**src/rtl/mem_bus_arbiter.sv**
```systemverilog
`timescale 1ns/1ps
// -----------------------------------------------------------------------------
// mem_bus_arbiter
// Shares one SRAM-like req/addr_ok/data_ok memory bus between the instruction
// fetch port and the data port of the pipelined MIPS core. It grants one master
// at a time and runs a single outstanding transaction. Read data comes back with
// a one-cycle done pulse. A transfer that hangs is aborted with a timeout error.
//
// Ports
//   clk, rst                 clock (rising edge), asynchronous active-low reset
//   i_req, i_addr            fetch request (level, held until i_done) and address
//   i_rdata, i_done          fetch read data (held) and one-cycle completion pulse
//   d_req, d_wr, d_sel,      data request (level), store flag, byte enables,
//   d_addr, d_wdata          address and store data
//   d_rdata, d_done          load data (held) and one-cycle completion pulse
//   m_req, m_wr, m_sel,      bus command; registered at grant and stable
//   m_addr, m_wdata          while m_req is high
//   m_addr_ok, m_data_ok,    bus handshake and read data
//   m_rdata
//   bus_err                  pulses together with the done of an aborted transfer
//   busy                     arbiter is not idle
// -----------------------------------------------------------------------------
module mem_bus_arbiter #(
  parameter bit RR     = 1'b1,  // 1: round-robin on contention, 0: data port wins
  parameter int TO_MAX = 255,   // REQ+WAIT cycles before abort (>= 2)
  parameter int TO_W   = 8      // timeout counter width, 2**TO_W > TO_MAX
) (
  input  logic        clk,
  input  logic        rst,
  input  logic        i_req,
  input  logic [31:0] i_addr,
  output logic [31:0] i_rdata,
  output logic        i_done,
  input  logic        d_req,
  input  logic        d_wr,
  input  logic [3:0]  d_sel,
  input  logic [31:0] d_addr,
  input  logic [31:0] d_wdata,
  output logic [31:0] d_rdata,
  output logic        d_done,
  output logic        m_req,
  output logic        m_wr,
  output logic [3:0]  m_sel,
  output logic [31:0] m_addr,
  output logic [31:0] m_wdata,
  input  logic        m_addr_ok,
  input  logic        m_data_ok,
  input  logic [31:0] m_rdata,
  output logic        bus_err,
  output logic        busy
);

  typedef enum logic [1:0] {
    ST_IDLE = 2'd0,
    ST_REQ  = 2'd1,
    ST_WAIT = 2'd2,
    ST_DONE = 2'd3
  } state_t;

  // Counter value in the last REQ/WAIT cycle that is still allowed to finish.
  localparam logic [TO_W-1:0] TO_LAST = TO_W'(TO_MAX - 1);
  localparam logic [TO_W-1:0] TO_ONE  = TO_W'(1);

  state_t          r_state;
  logic [TO_W-1:0] r_to_cnt;
  logic            r_prefer_fetch;  // round-robin pointer: 1 = fetch wins next tie
  logic            r_owner_d;       // 1 = current transaction belongs to data port

  logic            w_grant_d;
  logic            w_xfer_ok;
  logic            w_timeout;

  // Arbitration choice, only consumed in IDLE.
  always_comb begin
    w_grant_d = 1'b0;
    if (i_req && d_req) begin
      if (RR) begin
        w_grant_d = ~r_prefer_fetch;
      end else begin
        w_grant_d = 1'b1;
      end
    end else begin
      w_grant_d = d_req;
    end
  end

  // Transfer completion; responses outside REQ/WAIT belong to an abandoned
  // transaction and are ignored.
  always_comb begin
    w_xfer_ok = 1'b0;
    case (r_state)
      ST_REQ:  w_xfer_ok = m_addr_ok & m_data_ok;
      ST_WAIT: w_xfer_ok = m_data_ok;
      default: w_xfer_ok = 1'b0;
    endcase
  end

  assign w_timeout = (r_to_cnt == TO_LAST);

  // Arbiter FSM with all outputs registered.
  always_ff @(posedge clk or negedge rst) begin
    if (!rst) begin
      r_state        <= ST_IDLE;
      r_to_cnt       <= '0;
      r_prefer_fetch <= 1'b1;
      r_owner_d      <= 1'b0;
      i_rdata        <= 32'h0000_0000;
      i_done         <= 1'b0;
      d_rdata        <= 32'h0000_0000;
      d_done         <= 1'b0;
      m_req          <= 1'b0;
      m_wr           <= 1'b0;
      m_sel          <= 4'h0;
      m_addr         <= 32'h0000_0000;
      m_wdata        <= 32'h0000_0000;
      bus_err        <= 1'b0;
      busy           <= 1'b0;
    end else begin
      // Completion flags are single-cycle pulses.
      i_done  <= 1'b0;
      d_done  <= 1'b0;
      bus_err <= 1'b0;
      case (r_state)
        ST_IDLE: begin
          r_to_cnt <= '0;
          if (i_req || d_req) begin
            r_state        <= ST_REQ;
            busy           <= 1'b1;
            m_req          <= 1'b1;
            r_owner_d      <= w_grant_d;
            // The master just served yields the next tie.
            r_prefer_fetch <= w_grant_d;
            if (w_grant_d) begin
              m_wr    <= d_wr;
              m_sel   <= d_sel;
              m_addr  <= d_addr;
              m_wdata <= d_wdata;
            end else begin
              m_wr    <= 1'b0;
              m_sel   <= 4'hF;
              m_addr  <= i_addr;
              m_wdata <= 32'h0000_0000;
            end
          end
        end
        ST_REQ, ST_WAIT: begin
          r_to_cnt <= r_to_cnt + TO_ONE;
          // A real completion wins over a timeout in the same cycle.
          if (w_xfer_ok || w_timeout) begin
            r_state <= ST_DONE;
            m_req   <= 1'b0;
            bus_err <= ~w_xfer_ok;
            if (r_owner_d) begin
              d_done <= 1'b1;
              if (!w_xfer_ok) begin
                d_rdata <= 32'h0000_0000;
              end else if (!m_wr) begin
                d_rdata <= m_rdata;
              end
            end else begin
              i_done  <= 1'b1;
              i_rdata <= w_xfer_ok ? m_rdata : 32'h0000_0000;
            end
          end else if ((r_state == ST_REQ) && m_addr_ok) begin
            r_state <= ST_WAIT;
            m_req   <= 1'b0;
          end
        end
        ST_DONE: begin
          // Requests are not sampled here; masters drop or renew them now.
          r_state <= ST_IDLE;
          busy    <= 1'b0;
        end
        default: begin
          r_state <= ST_IDLE;
          m_req   <= 1'b0;
          busy    <= 1'b0;
        end
      endcase
    end
  end

endmodule

```
**config.mk**
```make
export PLATFORM = sky130hd
export DESIGN_NAME = mem_bus_arbiter
export DESIGN_NICKNAME = d
export VERILOG_FILES = /design/src/rtl/mem_bus_arbiter.sv
export SDC_FILE = /design/constraint.sdc
export NUM_CORES = 1
export LEC_CHECK = 0
export BUFFER_PORTS_ARGS = -buffer_cell sky130_fd_sc_hd__buf_2
export CORE_ASPECT_RATIO = 1.5
export CORE_MARGIN = 4
export CORE_UTILIZATION = 40
export CTS_CLUSTER_DIAMETER = 200
export DETAILED_ROUTE_END_ITERATION = 16
export PLACE_DENSITY = 0.75
export SYNTH_ARGS = -nofsm -noshare
export SYNTH_HDL_FRONTEND = slang
export SYNTH_SLANG_ARGS = --single-unit
```
**constraint.sdc**
```tcl
create_clock -name clk -period 2 [get_ports clk]
set_input_delay 0.2 -clock clk [delete_from_list [all_inputs] [get_ports clk]]
set_output_delay 0.2 -clock clk [all_outputs]
set_load 0.01 [all_outputs]
```
==> flow_results.xml, run 1 <==
<?xml version="1.0" encoding="UTF-8"?>
<metrics>
  <group name="critical_path">
    <metric name="worst_endpoint_required_time" unit="ns">2.30</metric>
    <metric name="worst_setup_path_start_kind" unit="">register</metric>
    <metric name="kind_of_cell_adding_the_most_delay_to_the_critical_path" unit="">compound AO/OA/AOI/OAI gates</metric>
    <metric name="cp_max_fo" unit="">16</metric>
    <metric name="timing.critical_path.cells" unit="">buf_4 -&gt; ha_2 -&gt; a21o_2 -&gt; a311oi_4 -&gt; o21ai_4 -&gt; clkbuf_16 -&gt; a22o_1</metric>
    <metric name="arr_time_crit_path" unit="ns">2.22</metric>
    <metric name="worstPathBufferInverterCount" unit="">2</metric>
    <metric name="crit_end_element" unit="">register</metric>
    <metric name="largest_incremental_delay_on_the_critical_path" unit="ns">0.41</metric>
    <metric name="timing_worst_setup_path_type" unit="">reg2reg</metric>
    <metric name="timing.critical_path.slowest_stage_cell" unit="">sky130_fd_sc_hd__dfrtp_1</metric>
  </group>
  <group name="timing">
    <metric name="maxSlewViolCount" unit="">0</metric>
    <metric name="final_hold_viol_count" unit="">0</metric>
    <metric name="slew_headroom" unit="%">54.5</metric>
    <metric name="fin_setup_tns" unit="ns">0</metric>
    <metric name="fin_ws" unit="ns">0.0711</metric>
    <metric name="max_clock_freq" unit="GHz">0.518</metric>
    <metric name="post_route_clock_period_utilization" unit="%">96.4</metric>
    <metric name="setup_viol" unit="">0</metric>
    <metric name="final.min_clock_period" unit="ns">1.93</metric>
    <metric name="timing_worst_slew_pin_value" unit="ns">0.680</metric>
    <metric name="worst_clock_skew" unit="ns">0.0130</metric>
  </group>
  <group name="power_and_ir_drop">
    <metric name="worst_vdd_drop" unit="mV">0.748</metric>
    <metric name="p_leak" unit="uW">0.00473</metric>
    <metric name="power_density" unit="mW/mm2">1570</metric>
    <metric name="power.total" unit="uW">13700</metric>
  </group>
  <group name="synthesis">
    <metric name="avgSynthCellArea" unit="um2">12.5</metric>
    <metric name="ys_async_sr_fraction" unit="%">100</metric>
    <metric name="synth.lib_cells_used.distinct" unit="">44</metric>
    <metric name="syn-instance-count" unit="">493</metric>
    <metric name="synth_seq_cells" unit="">150</metric>
    <metric name="synth_nets" unit="">639</metric>
    <metric name="synth-main-ff-cell" unit="">sky130_fd_sc_hd__dfrtp_1</metric>
    <metric name="synth_edf_count" unit="">0</metric>
    <metric name="synth_seq_area_share" unit="%">61.0</metric>
    <metric name="yosys_warnings" unit="">0</metric>
    <metric name="synthesis.area" unit="mm2">0.00616</metric>
  </group>
  <group name="placed_design">
    <metric name="place_ws" unit="ns">0.0724</metric>
    <metric name="port_buffers" unit="">276</metric>
    <metric name="dpl.hpwl" unit="mm">12.0</metric>
    <metric name="routabilityCongestion" unit="">0.781</metric>
    <metric name="placedInstanceArea" unit="mm2">0.00788</metric>
    <metric name="dp.cells" unit="">950</metric>
  </group>
  <group name="cells_and_area">
    <metric name="multi_input_area" unit="mm2">0.00224</metric>
    <metric name="layout-drive-gt1-share" unit="%">43.4</metric>
    <metric name="layout.cells.most_common" unit="">sky130_fd_sc_hd__buf_2</metric>
    <metric name="finish.instance_area" unit="mm2">0.00873</metric>
    <metric name="area.growth.synth_to_final" unit="%">41.8</metric>
    <metric name="n_fill_cell" unit="">1282</metric>
    <metric name="final_cell_mix" unit="">275 x sky130_fd_sc_hd__buf_2, 149 x sky130_fd_sc_hd__dfrtp_1, 63 x sky130_fd_sc_hd__a22o_1, 45 x sky130_fd_sc_hd__nand2_1, 39 x sky130_fd_sc_hd__o21ai_0</metric>
    <metric name="seqCellArea" unit="mm2">0.00375</metric>
    <metric name="finalNonFillerCells" unit="">1003</metric>
    <metric name="antenna_cells_inserted" unit="">0</metric>
    <metric name="layout.nets" unit="">937</metric>
  </group>
  <group name="grt">
    <metric name="grt_usage" unit="%">19.0</metric>
    <metric name="grt_first_pass_wirelength" unit="mm">26.3</metric>
    <metric name="via_count_of_the_first_global_routing_pass" unit="">5231</metric>
    <metric name="initial_antenna_violation_count" unit="">0</metric>
    <metric name="globalRouteOverflowTotal" unit="">0</metric>
    <metric name="grt_start_max_net_pins" unit="">60</metric>
  </group>
  <group name="detailed_routing">
    <metric name="detailedRoute.firstIterationViolations" unit="">240</metric>
    <metric name="post_drt_via_cell_ratio" unit="">5.06</metric>
    <metric name="post-route-drc-count" unit="">0</metric>
    <metric name="final_antenna_net_count" unit="">0</metric>
    <metric name="drt-wirelength-per-cell" unit="um">16.8</metric>
    <metric name="routed-via-count" unit="">5073</metric>
    <metric name="drt-total-wl" unit="mm">16.9</metric>
    <metric name="drtPass1Iterations" unit="">6</metric>
  </group>
  <group name="worst_hold_path">
    <metric name="worst_hold_path_type" unit="">in2reg</metric>
  </group>
  <group name="clocking">
    <metric name="clk-insertion-delay-late" unit="ns">0.41</metric>
    <metric name="cts-root-buf" unit="">sky130_fd_sc_hd__clkbuf_16</metric>
    <metric name="tritoncts_num_sinks" unit="">150</metric>
    <metric name="tritoncts_clock_tree" unit="">yes</metric>
    <metric name="clk_pin_slew_worst_setup_hold_paths" unit="ns">0.07</metric>
    <metric name="cts-htree-levels" unit="">4</metric>
    <metric name="clock_tree.buffer_depth" unit="">2</metric>
    <metric name="cts_inserted_buffers" unit="">17</metric>
  </group>
  <group name="job">
    <metric name="max_cap_viol_count" unit="">0</metric>
  </group>
  <group name="floorplan">
    <metric name="ios" unit="">277</metric>
    <metric name="rows" unit="">55</metric>
    <metric name="core-area" unit="mm2">0.0151</metric>
    <metric name="fp.dieArea" unit="mm2">0.0175</metric>
    <metric name="initial_utilization" unit="%">40.9</metric>
    <metric name="dieWidth" unit="um">109</metric>
    <metric name="fp.dieH" unit="um">160</metric>
  </group>
  <group name="outcome">
    <metric name="run_status" unit="">completed</metric>
  </group>
</metrics>
## cells in the mapped netlist, types with 2 or more instances
| cell | instances | area share (%) |
|---|---|---|
| sky130_fd_sc_hd__a21o_1 | 33 | 4.0 |
| sky130_fd_sc_hd__a21oi_1 | 6 | 0.49 |
| sky130_fd_sc_hd__a22o_1 | 63 | 9.0 |
| sky130_fd_sc_hd__a22o_2 | 2 | 0.33 |
| sky130_fd_sc_hd__and2_1 | 2 | 0.20 |
| sky130_fd_sc_hd__buf_2 | 16 | 1.3 |
| sky130_fd_sc_hd__buf_4 | 3 | 0.37 |
| sky130_fd_sc_hd__buf_6 | 3 | 0.55 |
| sky130_fd_sc_hd__clkbuf_1 | 14 | 0.85 |
| sky130_fd_sc_hd__dfrtp_1 | 149 | 61 |
| sky130_fd_sc_hd__ha_1 | 7 | 1.4 |
| sky130_fd_sc_hd__inv_1 | 4 | 0.24 |
| sky130_fd_sc_hd__mux2i_1 | 32 | 5.2 |
| sky130_fd_sc_hd__nand2_1 | 45 | 2.7 |
| sky130_fd_sc_hd__nand2b_1 | 3 | 0.30 |
| sky130_fd_sc_hd__nand3_1 | 4 | 0.33 |
| sky130_fd_sc_hd__nor2_1 | 6 | 0.37 |
| sky130_fd_sc_hd__nor2b_1 | 2 | 0.20 |
| sky130_fd_sc_hd__nor3b_1 | 32 | 3.9 |
| sky130_fd_sc_hd__o21a_1 | 2 | 0.24 |
| sky130_fd_sc_hd__o21ai_0 | 39 | 3.2 |
| sky130_fd_sc_hd__o22a_1 | 4 | 0.57 |
## where the power goes
part / leakage [uW] / total (uW) / switching, uW / internal, uW
Clock: 0.000299 / 3310 / 1370 / 1930
Sequential: 0.00190 / 5120 / 770 / 4350
Combinational: 0.00253 / 5300 / 2800 / 2500
Total: 0.00473 / 13700 / 4950 / 8780
## final cells by class
class	count	share of cell area [%]
clock inverter	14	2.06
inverter	4	0.172
tap	199	2.85
sequential	150	43.0
timing repair buffer	316	21.3
multi-input combinational	302	25.6
clock buffer	18	5.03
## worst reg2reg max path, stage by stage (launching register included)
cell and delay, ns:
sky130_fd_sc_hd__dfrtp_1 0.41, sky130_fd_sc_hd__buf_4 0.15, sky130_fd_sc_hd__ha_2 0.18, sky130_fd_sc_hd__a21o_2 0.21, sky130_fd_sc_hd__a311oi_4 0.35, sky130_fd_sc_hd__o21ai_4 0.13
sky130_fd_sc_hd__clkbuf_16 0.20, sky130_fd_sc_hd__a22o_1 0.19
## sequential cells by signal, indices dropped and copies added, names as in the netlist
signal          count
m_wr                1
i_done              1
m_wdata            32
busy                1
m_sel               4
d_rdata            32
bus_err             1
r_prefer_fetch      1
r_to_cnt            8
d_done              1
i_rdata            32
r_state             2
r_owner_d           1
m_addr             32
m_req               1
## worst paths after layout
check	to	slack (ns)	from	cells after the start
worst max-delay path	d_rdata[20]	0.07	r_state[0]	7
worst min-delay path	m_wdata[13]	0.01	d_wdata[13]	2
worst max register to register	d_rdata[20]	0.07	r_state[0]	7
worst min register to register	i_rdata[5]	0.47	i_rdata[5]	1
max in group asynchronous	i_rdata[30]	1.03	rst	3
min in group asynchronous	i_rdata[9]	0.33	rst	2
## repair_timing
| item | CTS | global route |
|---|---|---|
| hold buffers | 16 | 0 |
| resized for setup | 0 | 4 |
| endpoints found under the hold margin | 69 | 0 |
| setup buffers | 0 | 4 |
| endpoints found under the setup margin | 0 | 42 |
## through the flow
step | utilization, % | hold WS (ns)
global route | 57.9 | 0.00124
floorplan | - | -0.0956
CTS | 57.5 | 0.000215
detailed placement | 52.3 | 0.221
finish | 57.9 | 0.0119
global placement | 52.3 | 0.217
## kinds of logic after synthesis
group,Yosys count,synth area share [%]
AND/OR/NAND/NOR,101,9.16
AO/OA/AOI/OAI,160,19.5
flip-flops,150,61.0
XOR/XNOR,1,0.142
multiplexers,33,5.38
adder cells (fa/ha/maj),7,1.42
buffers and inverters,41,3.37
## per-layer routing
layer	vias up	share of wire [%]	track usage [%]
met5	-	0	0
met4	0	1.8	5.73
met3	20	8.3	5.30
met2	216	50	32.3
met1	2453	40	23.1
li1	2384	-	-
(Power assumes the default switching activity.)
==> run 2, diff against run 1 <==
Settings changed: CORE_UTILIZATION 40 to 35, CTS_CLUSTER_SIZE set to 24, PLACE_DENSITY 0.75 to 0.67.
==> run 2 against run 1 <==
Clock skew about the same. Sequential power about the same. Total power about the same. Routed wire length increased by 6.3%. Critical path depth stayed put. Largest power group unchanged. Worst hold slack improved by 0.0060 ns.
==> flow_results.xml, run 2 (same netlist as run 1, synthesis figures left out) <==
<?xml version="1.0" encoding="UTF-8"?>
<metrics>
  <group name="detailed_routing">
    <metric name="post-route-drc-count" unit="">0</metric>
    <metric name="detailedRoute.firstIterationViolations" unit="">229</metric>
    <metric name="drtPass1Iterations" unit="">7</metric>
    <metric name="final_antenna_net_count" unit="">0</metric>
    <metric name="drt-total-wl" unit="mm">17.9</metric>
    <metric name="routed-via-count" unit="">5111</metric>
    <metric name="drt-wirelength-per-cell" unit="um">17.4</metric>
    <metric name="post_drt_via_cell_ratio" unit="">4.96</metric>
  </group>
  <group name="clocking">
    <metric name="cts_inserted_buffers" unit="">17</metric>
    <metric name="tritoncts_num_sinks" unit="">150</metric>
    <metric name="clk_pin_slew_worst_setup_hold_paths" unit="ns">0.07</metric>
    <metric name="cts-htree-levels" unit="">4</metric>
    <metric name="clk-insertion-delay-late" unit="ns">0.41</metric>
    <metric name="clock_tree.buffer_depth" unit="">2</metric>
    <metric name="cts-root-buf" unit="">sky130_fd_sc_hd__clkbuf_16</metric>
    <metric name="tritoncts_clock_tree" unit="">yes</metric>
  </group>
  <group name="grt">
    <metric name="via_count_of_the_first_global_routing_pass" unit="">5242</metric>
    <metric name="grt_first_pass_wirelength" unit="mm">27.4</metric>
    <metric name="initial_antenna_violation_count" unit="">0</metric>
    <metric name="globalRouteOverflowTotal" unit="">0</metric>
    <metric name="grt_usage" unit="%">17.6</metric>
    <metric name="grt_start_max_net_pins" unit="">56</metric>
  </group>
  <group name="timing">
    <metric name="maxSlewViolCount" unit="">0</metric>
    <metric name="post_route_clock_period_utilization" unit="%">94.6</metric>
    <metric name="slew_headroom" unit="%">49.8</metric>
    <metric name="final_hold_viol_count" unit="">0</metric>
    <metric name="unrepaired_setup_endpoints_after_global_routing" unit="">false</metric>
    <metric name="timing_worst_slew_pin_value" unit="ns">0.750</metric>
    <metric name="fin_setup_tns" unit="ns">0</metric>
    <metric name="final.min_clock_period" unit="ns">1.89</metric>
    <metric name="worst_clock_skew" unit="ns">0.0130</metric>
    <metric name="max_clock_freq" unit="GHz">0.529</metric>
    <metric name="setup_viol" unit="">0</metric>
  </group>
  <group name="cells_and_area">
    <metric name="area.growth.synth_to_final" unit="%">43.7</metric>
    <metric name="antenna_cells_inserted" unit="">0</metric>
    <metric name="seqCellArea" unit="mm2">0.00375</metric>
    <metric name="n_fill_cell" unit="">1562</metric>
    <metric name="layout.cells.most_common" unit="">sky130_fd_sc_hd__buf_2</metric>
    <metric name="multi_input_area" unit="mm2">0.00229</metric>
    <metric name="final_cell_mix" unit="">275 x sky130_fd_sc_hd__buf_2, 149 x sky130_fd_sc_hd__dfrtp_1, 63 x sky130_fd_sc_hd__a22o_1, 45 x sky130_fd_sc_hd__nand2_1, 39 x sky130_fd_sc_hd__o21ai_0</metric>
    <metric name="final_util" unit="%">51.0</metric>
    <metric name="layout.nets" unit="">951</metric>
    <metric name="layout-drive-gt1-share" unit="%">43.0</metric>
  </group>
  <group name="floorplan">
    <metric name="initial_utilization" unit="%">35.5</metric>
    <metric name="dieWidth" unit="um">116</metric>
    <metric name="rows" unit="">59</metric>
    <metric name="ios" unit="">277</metric>
    <metric name="core-area" unit="mm2">0.0173</metric>
    <metric name="fp.dieArea" unit="mm2">0.0198</metric>
    <metric name="fp.dieH" unit="um">170</metric>
  </group>
  <group name="placed_design">
    <metric name="port_buffers" unit="">276</metric>
    <metric name="dpl.hpwl" unit="mm">12.4</metric>
    <metric name="routabilityCongestion" unit="">0.787</metric>
  </group>
  <group name="critical_path">
    <metric name="cp_max_fo" unit="">8</metric>
    <metric name="arr_time_crit_path" unit="ns">2.18</metric>
    <metric name="timing_worst_setup_path_type" unit="">reg2reg</metric>
    <metric name="crit_end_element" unit="">register</metric>
    <metric name="timing.critical_path.slowest_stage_cell" unit="">sky130_fd_sc_hd__dfrtp_1</metric>
    <metric name="worst_setup_path_start_kind" unit="">register</metric>
    <metric name="largest_incremental_delay_on_the_critical_path" unit="ns">0.38</metric>
    <metric name="timing.critical_path.cells" unit="">inv_2 -&gt; ha_4 -&gt; nand4_1 -&gt; a311oi_4 -&gt; buf_6 -&gt; o21ai_4 -&gt; a22o_2</metric>
    <metric name="worst_endpoint_required_time" unit="ns">2.29</metric>
  </group>
  <group name="power_and_ir_drop">
    <metric name="power_density" unit="mW/mm2">1550</metric>
    <metric name="worst_vdd_drop" unit="mV">0.773</metric>
    <metric name="p_leak" unit="uW">0.00476</metric>
    <metric name="power.total" unit="uW">13700</metric>
  </group>
  <group name="outcome">
    <metric name="run_status" unit="">completed</metric>
  </group>
  <group name="worst_hold_path">
    <metric name="worst_hold_path_type" unit="">in2reg</metric>
  </group>
  <group name="job">
    <metric name="max_cap_viol_count" unit="">0</metric>
  </group>
</metrics>
==> run 2: per-layer routing <==
metal	track usage (%)	routed length (um)	share of wire [%]
met5	0	0	0
met3	6.23	1610	9.0
met4	4.75	165	0.92
met1	21.1	7130	40
met2	29.9	9010	50
==> run 2: layout make-up <==
cell class	count	area share (%)
clock inverters	15	1.77
well taps	213	3.01
inverters	4	0.170
flip-flops and latches	150	42.4
multi-input cells	305	25.9
clock buffers	17	4.81
repair buffers	327	21.9
==> run 2: path summary, 6_finish.rpt <==
check / startpoint / to / slack, ns / cells after the start
max: r_state[1] / d_rdata[3] / 0.11 / 7
min: d_wdata[16] / m_wdata[16] / 0.02 / 2
max reg2reg: r_state[1] / d_rdata[3] / 0.11 / 7
min reg2reg: m_addr[24] / m_addr[24] / 0.47 / 2
max in group asynchronous: rst / m_addr[9] / 1.12 / 3
min in group asynchronous: rst / i_rdata[6] / 0.24 / 2
==> run 2: metrics by stage <==
step                      area, um2  hold WS (ns)  cells  setup slack, ns
after floorplan                6160       -0.0956    493            0.204
after global placement         7890         0.114    964          -0.0672
after detailed placement       7890         0.116    964           -0.149
after CTS                      8770      0.000734   1026           0.0260
after global routing           8850      0.000118   1031          0.00361
final                          8850        0.0179   1031            0.108
==> run 2: power by group <==
| group | switching [uW] | internal (uW) | leakage (uW) |
|---|---|---|---|
| logic | 2930 | 2570 | 0.00257 |
| clock network | 1450 | 1670 | 0.000289 |
| registers | 755 | 4350 | 0.00190 |
| total | 5130 | 8600 | 0.00476 |
==> run 2: what timing repair did <==
action / in CTS / in global routing
hold endpoints to repair: 54 / 1
gates resized for setup: 2 / 6
endpoints found under the setup margin: 32 / 64
gates cloned: 1 / 2
hold buffers: 25 / 1
setup buffers: 4 / 2
pin swaps: 3 / 6
==> run 2: critical path: cells and delay by family, from the launching register on <==
family	cells	cell delay, ns
fa+ha+maj	1	0.29
simple gates	1	0.17
compound gates	3	0.66
flops	1	0.38
buf+inv	2	0.26
